$ cat config.mk
export PLATFORM = sky130hd
export DESIGN_NAME = mux8_arbiter_flat
export DESIGN_NICKNAME = d
export VERILOG_FILES = /design/src/rtl/mux8_arbiter_pkg.sv /design/src/rtl/mux8_arbiter_if.sv /design/src/rtl/mux8_arbiter_rr_pick8.sv /design/src/rtl/mux8_arbiter.sv /design/src/flat_wrapper.sv
export SDC_FILE = /design/constraint.sdc
export NUM_CORES = 1
export LEC_CHECK = 0
export BUFFER_PORTS_ARGS = -buffer_cell sky130_fd_sc_hd__buf_2
export CORE_UTILIZATION = 44
export CTS_CLUSTER_DIAMETER = 100
export CTS_CLUSTER_SIZE = 14
export DETAILED_ROUTE_END_ITERATION = 10
export PLACE_DENSITY = 0.75
export SYNTH_ARGS = -nofsm -noshare
export SYNTH_HDL_FRONTEND = slang
export SYNTH_SLANG_ARGS = --single-unit
$ cat constraint.sdc
create_clock -name clk -period 2.8 [get_ports clk]
set_clock_uncertainty 0.05 [all_clocks]
set_input_delay 0.56 -clock clk [delete_from_list [all_inputs] [get_ports clk]]
set_output_delay 0.56 -clock clk [all_outputs]
set_load 0.02 [all_outputs]
$ cat src/rtl/mux8_arbiter_pkg.sv
// Shared definitions for the 8:1 mux arbiter: state encoding, sizes
// and a one-hot helper. Imported by the interface, picker and top.
package mux8_arb_pkg;

    localparam int NUM_REQ   = 8;
    localparam int SEL_WIDTH = 3;

    typedef enum logic {
        IDLE  = 1'b0,
        GRANT = 1'b1
    } state_t;

    function automatic logic [NUM_REQ-1:0] onehot(
        input logic [SEL_WIDTH-1:0] idx
    );
        return {{(NUM_REQ-1){1'b0}}, 1'b1} << idx;
    endfunction

endpackage

$ cat src/rtl/mux8_arbiter_if.sv
// Request/grant bundle between the requesting units and the arbiter.
// Ports: req[7:0], done (requester side); grant[7:0], select[2:0],
// enable, timeout (arbiter side). master = requesters, slave = arbiter.
interface mux8_arbiter_if;
    import mux8_arb_pkg::*;

    logic [NUM_REQ-1:0]   req;
    logic                 done;
    logic [NUM_REQ-1:0]   grant;
    logic [SEL_WIDTH-1:0] select;
    logic                 enable;
    logic                 timeout;

    modport master (
        output req, done,
        input  grant, select, enable, timeout
    );

    modport slave (
        input  req, done,
        output grant, select, enable, timeout
    );

endinterface

$ cat src/rtl/mux8_arbiter_rr_pick8.sv
// Round-robin picker: rotates req so ptr is bit 0, then priority
// encodes. Ports: req[7:0], ptr[2:0] in; found, index[2:0] out.
module rr_pick8
    import mux8_arb_pkg::*;
(
    input  logic [NUM_REQ-1:0]   req,
    input  logic [SEL_WIDTH-1:0] ptr,
    output logic                 found,
    output logic [SEL_WIDTH-1:0] index
);

    logic [2*NUM_REQ-1:0] dbl;
    logic [NUM_REQ-1:0]   rot;

    always_comb begin
        dbl   = {req, req} >> ptr;
        rot   = dbl[NUM_REQ-1:0];
        found = |rot;
        index = ptr;
        // Scan from the top down so the lowest rotated bit wins.
        for (int i = NUM_REQ - 1; i >= 0; i--) begin
            if (rot[i]) begin
                index = ptr + SEL_WIDTH'(i);
            end
        end
    end

endmodule

$ cat src/rtl/mux8_arbiter.sv
// Round-robin arbiter driving the shared 8:1 mux select/enable with a
// bounded hold and one idle cycle between owners.
// Ports: clk, reset (async, active-high), bus (slave modport).
module mux8_arbiter
    import mux8_arb_pkg::*;
#(
    parameter int MAX_HOLD  = 15,
    parameter int CNT_WIDTH = 4
) (
    input  logic           clk,
    input  logic           reset,
    mux8_arbiter_if.slave  bus
);

    localparam logic [CNT_WIDTH-1:0] HOLD_LIM = CNT_WIDTH'(MAX_HOLD);
    localparam logic [CNT_WIDTH-1:0] CNT_MAX  = '1;
    localparam logic [CNT_WIDTH-1:0] CNT_ONE  = CNT_WIDTH'(1);

    state_t               state_q, state_d;
    logic [SEL_WIDTH-1:0] owner_q, owner_d;
    logic [SEL_WIDTH-1:0] ptr_q, ptr_d;
    logic [CNT_WIDTH-1:0] hold_q, hold_d;
    logic                 tmo_q, tmo_d;

    logic                 found;
    logic [SEL_WIDTH-1:0] pick;
    logic                 at_lim;
    logic                 user_rel;

    rr_pick8 u_pick (
        .req   (bus.req),
        .ptr   (ptr_q),
        .found (found),
        .index (pick)
    );

    always_ff @(posedge clk or posedge reset) begin
        if (reset) begin
            state_q <= IDLE;
            owner_q <= '0;
            ptr_q   <= '0;
            hold_q  <= '0;
            tmo_q   <= 1'b0;
        end else begin
            state_q <= state_d;
            owner_q <= owner_d;
            ptr_q   <= ptr_d;
            hold_q  <= hold_d;
            tmo_q   <= tmo_d;
        end
    end

    always_comb begin
        state_d  = state_q;
        owner_d  = owner_q;
        ptr_d    = ptr_q;
        hold_d   = hold_q;
        tmo_d    = 1'b0;
        at_lim   = (MAX_HOLD != 0) && (hold_q == HOLD_LIM);
        user_rel = bus.done || !bus.req[owner_q];
        unique case (state_q)
            IDLE: begin
                if (found) begin
                    owner_d = pick;
                    hold_d  = CNT_ONE;
                    state_d = GRANT;
                end
            end
            GRANT: begin
                if (user_rel || at_lim) begin
                    state_d = IDLE;
                    ptr_d   = owner_q + SEL_WIDTH'(1);
                    hold_d  = '0;
                    // Only a pure hold-limit revoke counts as a timeout.
                    tmo_d   = at_lim && !user_rel;
                end else if (hold_q != CNT_MAX) begin
                    hold_d = hold_q + CNT_ONE;
                end
            end
        endcase
    end

    // Decoded from registers only, so reset clears them asynchronously.
    assign bus.grant   = (state_q == GRANT) ? onehot(owner_q) : '0;
    assign bus.select  = (state_q == GRANT) ? owner_q : '0;
    assign bus.enable  = (state_q == GRANT);
    assign bus.timeout = tmo_q;

endmodule

$ cat src/flat_wrapper.sv
// flat-port wrapper written by rule: the top's interface ports become plain ports
module mux8_arbiter_flat import mux8_arb_pkg::*;
#(
    parameter int MAX_HOLD  = 15,
    parameter int CNT_WIDTH = 4
)
  (clk, reset, bus_req, bus_done, bus_grant, bus_select, bus_enable, bus_timeout);
  mux8_arbiter_if bus_i ();
  input  logic clk;
  input  logic reset;
  input wire logic [$bits(bus_i.req)-1:0] bus_req;
  input wire logic [$bits(bus_i.done)-1:0] bus_done;
  output wire logic [$bits(bus_i.grant)-1:0] bus_grant;
  output wire logic [$bits(bus_i.select)-1:0] bus_select;
  output wire logic [$bits(bus_i.enable)-1:0] bus_enable;
  output wire logic [$bits(bus_i.timeout)-1:0] bus_timeout;
  assign bus_i.req = bus_req;
  assign bus_i.done = bus_done;
  assign bus_grant = bus_i.grant;
  assign bus_select = bus_i.select;
  assign bus_enable = bus_i.enable;
  assign bus_timeout = bus_i.timeout;
  mux8_arbiter #(.MAX_HOLD(MAX_HOLD), .CNT_WIDTH(CNT_WIDTH)) u_core (.clk(clk), .reset(reset), .bus(bus_i));
endmodule
== Word level (Yosys, flattened, before mapping) ==
Cells that the tools add are included.

* Register bits after elaboration: 12
* Input port bits: 11
* Output and inout bits: 13

* Add/subtract/negate cells: 9
* Magnitude comparators: 1
* Equality and inequality tests: 4
* Shifts and indexed selects: 2
* Multiplexer cells: 21
* Bitwise operators: 1
* Reductions and logical operators: 9

{| class="wikitable"
|+ Operators by type and width
! cell !! count
|-
| $mux 3 || 9
|-
| $shr 16x3->8 || 1
|-
| $add 3x3->3 const B || 4
|-
| $mux 4 || 3
|-
| $mux 8 || 1
|-
| $pmux 4 s2 || 1
|-
| $reduce_or 8->1 || 1
|-
| $shl 1x3->8 const A || 1
|-
| $add 3x1->3 const B || 2
|-
| $add 3x2->3 const B || 2
|-
| $reduce_and 2->1 || 3
|-
| $mux 1 || 5
|-
| $add 4x1->4 const B || 1
|-
| $eq 4x4->1 const B || 1
|-
| $lt 3x4->1 const B || 1
|-
| $ne 4x4->1 const B || 1
|-
| $bmux 1 s3 || 1
|-
| $ne 3x3->1 const B || 1
|-
| $logic_not 1->1 || 2
|-
| $logic_or 1x1->1 || 2
|-
| $ne 2x1->1 const B || 1
|-
| $pmux 1 s2 || 1
|-
| $logic_and 1x1->1 || 1
|-
| $not 1->1 || 1
|}

== Logic depth before layout (Yosys ltp) ==
* Depth in word-level cells: 9
* Gate-level depth with buffers: 11
* Depth with buffers taken out: 8

== By module ==
From an unflattened synthesis, not the netlist that was laid out.

* Cells, all modules: 170
* Area, all modules: 1507.7 µm²

{| class="wikitable"
|+ Modules (own cells, without submodules)
! module !! times used !! cells an instance !! area an instance (µm²) !! sequential area each (µm²)
|-
| mux8_arbiter || 1 || 86 || 825.8 || 300.3
|-
| rr_pick8 || 1 || 84 || 681.9 || 0.0
|}

== Worst setup path after synthesis ==
OpenSTA, ideal clock, no wires.

* Path type: register to register
* Start point: register u_core.ptr_q[1]
* End point: register u_core.owner_q[2]
* Data arrival time: 2.179 ns
* Slack: 0.505 ns
* Cell stages (with the launch flop): 10
* Path buffers: 3
* Period minus slack after synthesis: 2.295 ns
* Cells stage by stage: dfrtp_1 > buf_4 > buf_2 > buf_4 > inv_1 > ha_1 > or4_1 > a311o_1 > nand2_1 > o31a_1

* Word-level cells in the longest chain between the ends: 9
* Elaborated cells between the ends (all ways): 18
* Those cells by class: add/sub: 7; shift: 1; mux: 8; reduce/logical: 2

{| class="wikitable"
|+ RTL lines
! item !! line !! source
|-
| start, declared || mux8_arbiter.sv:21 || <nowiki>logic [SEL_WIDTH-1:0] ptr_q, ptr_d;</nowiki>
|-
| start signal, assigned || mux8_arbiter.sv:47 || <nowiki>ptr_q <= ptr_d;</nowiki>
|-
| $add 3x3->3 / $shr 16x3->8 (equally long branches) || mux8_arbiter_rr_pick8.sv:23, mux8_arbiter_rr_pick8.sv:16 ||
|-
| $mux 3 (8 in series) || mux8_arbiter_rr_pick8.sv:22 || <nowiki>if (rot[i]) begin</nowiki>
|-
| end signal, assigned || mux8_arbiter.sv:46 || <nowiki>owner_q <= owner_d;</nowiki>
|-
| end, declared || mux8_arbiter.sv:20 || <nowiki>logic [SEL_WIDTH-1:0] owner_q, owner_d;</nowiki>
|}

Parallel ways exist; a longest one is shown, timed or not.
A chain may end at the register's enable or synchronous reset.

== Worst setup path in the final report ==
* Start point: register u_core.ptr_q[1]
* End point: register u_core.owner_q[0]

* Word-level cells in the longest chain between the ends: 9
* Elaborated cells between the ends (all ways): 11
* Those cells by class: shift: 1; mux: 8; reduce/logical: 2

{| class="wikitable"
|+ RTL lines
! item !! line !! source
|-
| $shr 16x3->8 (*) || mux8_arbiter_rr_pick8.sv:16 || <nowiki>dbl = {req, req} >> ptr;</nowiki>
|-
| $mux 3 (8 in series) || mux8_arbiter_rr_pick8.sv:22 ||
|}

Mark *: on every way between the ends. The rest lies on a longest branch, timed or not.

==> impl_metrics.env <==
export IMPL_period_share=0.931
export IMPL_cts_sinks=12
export IMPL_grt_pass1_wl_mm=6.26
export IMPL_ctsHtreeMaxLevel=1
export IMPL_r2r_end="u_core.owner_q[0]"
export IMPL_power_uw=2040
export IMPL_hpwl_mm=2.92
export IMPL_critPathBufInv=0
export IMPL_startpoint_type="flip-flop"
export IMPL_seq_area_frac_synth=0.192
export IMPL_synth_xor_area_share=0
export IMPL_syn_cell_area_um2=1560
export IMPL_regArea_um2=300
export IMPL_r2r_cells=6
export IMPL_cts_path_max_buffers=2
export IMPL_slowest_stage="dfrtp_1"
export IMPL_synth_nets=193
export IMPL_pwr_share_seq=0.210
export IMPL_synth_largest_area_cell="dfrtp_1"
export IMPL_p_clk_frac=0.066
export IMPL_synth_compound_area_frac=0.189
export IMPL_core_um2=3360
export IMPL_wl_met1_mm=1.74
export IMPL_routed_via_count=1494
export IMPL_die_area_um2=3800
export IMPL_synth_simple_area_share=0.239
export IMPL_status="complete, no violations"
export IMPL_p_sw_frac=0.518
export IMPL_synth_top_area_share=0.192
export IMPL_required_ns=2.96
export IMPL_route_met3_wl_um=246
export IMPL_die_w_um=61.6
export IMPL_worst_setup_path_type="flip-flop to flip-flop"
export IMPL_wl_per_cell_um=15.6
export IMPL_port_buffers=23
export IMPL_tightest_slew_ns=0.559
export IMPL_grt_usage=0.223
export IMPL_r2r_slack_ns=0.19
export IMPL_drive_gt1_frac=0.244
export IMPL_num_fill_cells=358
export IMPL_grt_overflow_total=0
export IMPL_fin_util=0.523
export IMPL_hp_class="primary input to asynchronous set/reset pin"
export IMPL_drc_errors=0
export IMPL_p_comb_frac=0.724
export IMPL_worstPathArrival_ns=2.77
export IMPL_async_reset_ff_frac=1.00
export IMPL_clkLatencyLatePin_ns=0.28
export IMPL_multi_input_area_um2=1180
export IMPL_p_int_uw=985
export IMPL_synth_cells=173
export IMPL_place_congestion=0.911
export IMPL_max_cap_violations=0
export IMPL_cts_buffers=3
export IMPL_ir_drop_mv=0.641
export IMPL_via_per_inst=6.15
export IMPL_drtIter0Drc=49
export IMPL_rsz0062_at_grt="false"
export IMPL_synth_warnings=0
export IMPL_final_nets=218
export IMPL_synthFlopType="dfrtp_1"
export IMPL_antenna_found_initial=0
export IMPL_r2r_start="u_core.ptr_q[1]"
export IMPL_rows=21
export IMPL_avgSynthCellArea_um2=9.04
export IMPL_drt_pass1_iter_count=4
export IMPL_dp_cells=239
export IMPL_wl_mm=3.78
export IMPL_diodes=0
export IMPL_synth_mux_area_frac=0.252
export IMPL_crit_chain="mux2_2 -> a311oi_1 -> a221oi_1 -> or3_1 -> a41o_1 -> o21ai_1"
export IMPL_hold_viol=0
export IMPL_area_delta_synth_final_pct=12.6
export IMPL_cts_setup_buffers=0
export IMPL_io_pin_count=24
export IMPL_cts_resized=0
export IMPL_setup_viol=0
export IMPL_synth_edff_count=0
export IMPL_p_switching_uw=1060
export IMPL_max_slew_margin_rel=0.627
export IMPL_synth_area_leaders="dfrtp_1 (19%), mux4_2 (10%), ha_1 (7.2%), mux2i_1 (5.8%), mux4_1 (5.0%)"
export IMPL_top_layer="met4"
export IMPL_final_cell_count_no_fill=243
export IMPL_wl_met2_mm=1.75
export IMPL_tns_ns=0
export IMPL_crit_family="compound AO/OA/AOI/OAI gates"
export IMPL_synth_cell_types=49
export IMPL_synth_seq_cells=12
export IMPL_cts_root_buf="clkbuf_4"
export IMPL_powerDensity_nw_per_um2=1160
export IMPL_slew_violations=0
export IMPL_cts_tree="yes"
export IMPL_min_period_ns=2.61
export IMPL_synth_fa_ha_area_frac=0.0720
export IMPL_cts_hold_buffers=0
export IMPL_worstSetupEndpointType="flip-flop"
export IMPL_start_util=0.465
export IMPL_cp_max_fo=15
export IMPL_synth_top_family_by_area="multiplexers"
export IMPL_max_freq_ghz=0.383
export IMPL_max_stage_delay_ns=0.70
export IMPL_grt_pass1_vias=1272
export IMPL_die_h_um=61.6
export IMPL_grt_max_degree=18
export IMPL_path_clk_slew_ns=0.08
export IMPL_postRouteAntennaNets=0
export IMPL_p_leak_uw=0.000816
how the worst max path moves through the flow:
| stage | cells past startpoint | end | slack [ns] | start |
|---|---|---|---|---|
| 2_1_floorplan | 9 | u_core.owner_q[2] | 0.51 | u_core.ptr_q[1] |
| 3_3_place_gp | 6 | u_core.owner_q[0] | 0.21 | u_core.ptr_q[1] |
| 3_5_place_dp | 6 | u_core.owner_q[0] | 0.22 | u_core.ptr_q[1] |
| 4_1_cts | 6 | u_core.owner_q[0] | 0.21 | u_core.ptr_q[1] |
| 5_1_grt | 6 | u_core.owner_q[0] | 0.07 | u_core.ptr_q[1] |
| 6_report | 6 | u_core.owner_q[0] | 0.19 | u_core.ptr_q[1] |
stage by stage:
| step | hold WS [ns] | setup WS (ns) | instance area (µm²) |
|---|---|---|---|
| after floorplan | 0.375 | 0.505 | 1560 |
| after global placement | 0.429 | 0.209 | 1720 |
| after detailed placement | 0.425 | 0.220 | 1720 |
| after CTS | 0.229 | 0.209 | 1760 |
| after global routing | 0.263 | 0.0742 | 1760 |
| final | 0.232 | 0.192 | 1760 |
worst reg2reg max path, cell delays in order, from the launching register on:
cell and delay (ns):
dfrtp_1 0.70, mux2_2 0.45, a311oi_1 0.45, a221oi_1 0.15, or3_1 0.39, a41o_1 0.25
o21ai_1 0.11
synthesized netlist by cell type, drive strengths merged (3+ instances only):
master and instances:
a211oi 3, a21o 4, a21oi 7, a31oi 6, and2 10, and3 6, buf 4, clkbuf 3
dfrtp 12, ha 9, inv 12, mux2 6, mux2i 9, mux4 10, nand2 12, nand2b 3
nand3b 3, nor2 11, nor2b 3, o21ai 8, or3 4
kinds of logic (layout without fill, tap and decap cells):
family	Yosys count	in the layout
fa+ha+maj	9	9
mux	25	25
flops	12	12
compound gates	43	43
simple gates	65	65
buf+inv	19	43
registers in the layout (all words and copies together), names as in the netlist:
register	flops
u_core.hold_q	4
u_core.bus.timeout	1
u_core.ptr_q	3
u_core.bus.enable	1
u_core.owner_q	3
placed cells by master, fill, tap and decap left out, types with 3 or more instances in the layout:
cell and count:
a211oi_1 3, a21o_1 4, a21oi_1 7, a31oi_1 6, and2_1 10, and3_1 6, buf_2 23, buf_4 4
clkbuf_4 3, dfrtp_1 12, ha_1 9, inv_1 12, mux2_2 6, mux2i_1 9, mux4_1 3, mux4_2 7
nand2_1 12, nand3b_1 3, nor2_1 11, nor2b_1 3, o21ai_0 5, or3_1 4
final cells by class:
cell class / instances / share of cell area
Timing Repair Buffer: 27 / 0.0824
Multi-Input combinational cell: 142 / 0.668
Tap cell: 46 / 0.0327
Sequential cell: 12 / 0.171
Inverter: 12 / 0.0256
Clock buffer: 4 / 0.0206
power by group through the flow:
stage | clock (µW) | sequential, µW | combinational (µW)
floorplan | 0 | 332 | 1200
global placement | 0 | 428 | 1430
detailed placement | 0 | 431 | 1460
CTS | 140 | 427 | 1460
global route | 147 | 452 | 1650
finish | 136 | 429 | 1480
routing by layer:
metal  vias up  track usage
li1        713            -
met1       726        0.345
met2        51        0.332
met3         4       0.0441
met4         0       0.0254
met5         -            0
No activity file was read; power rests on OpenSTA's default activity.
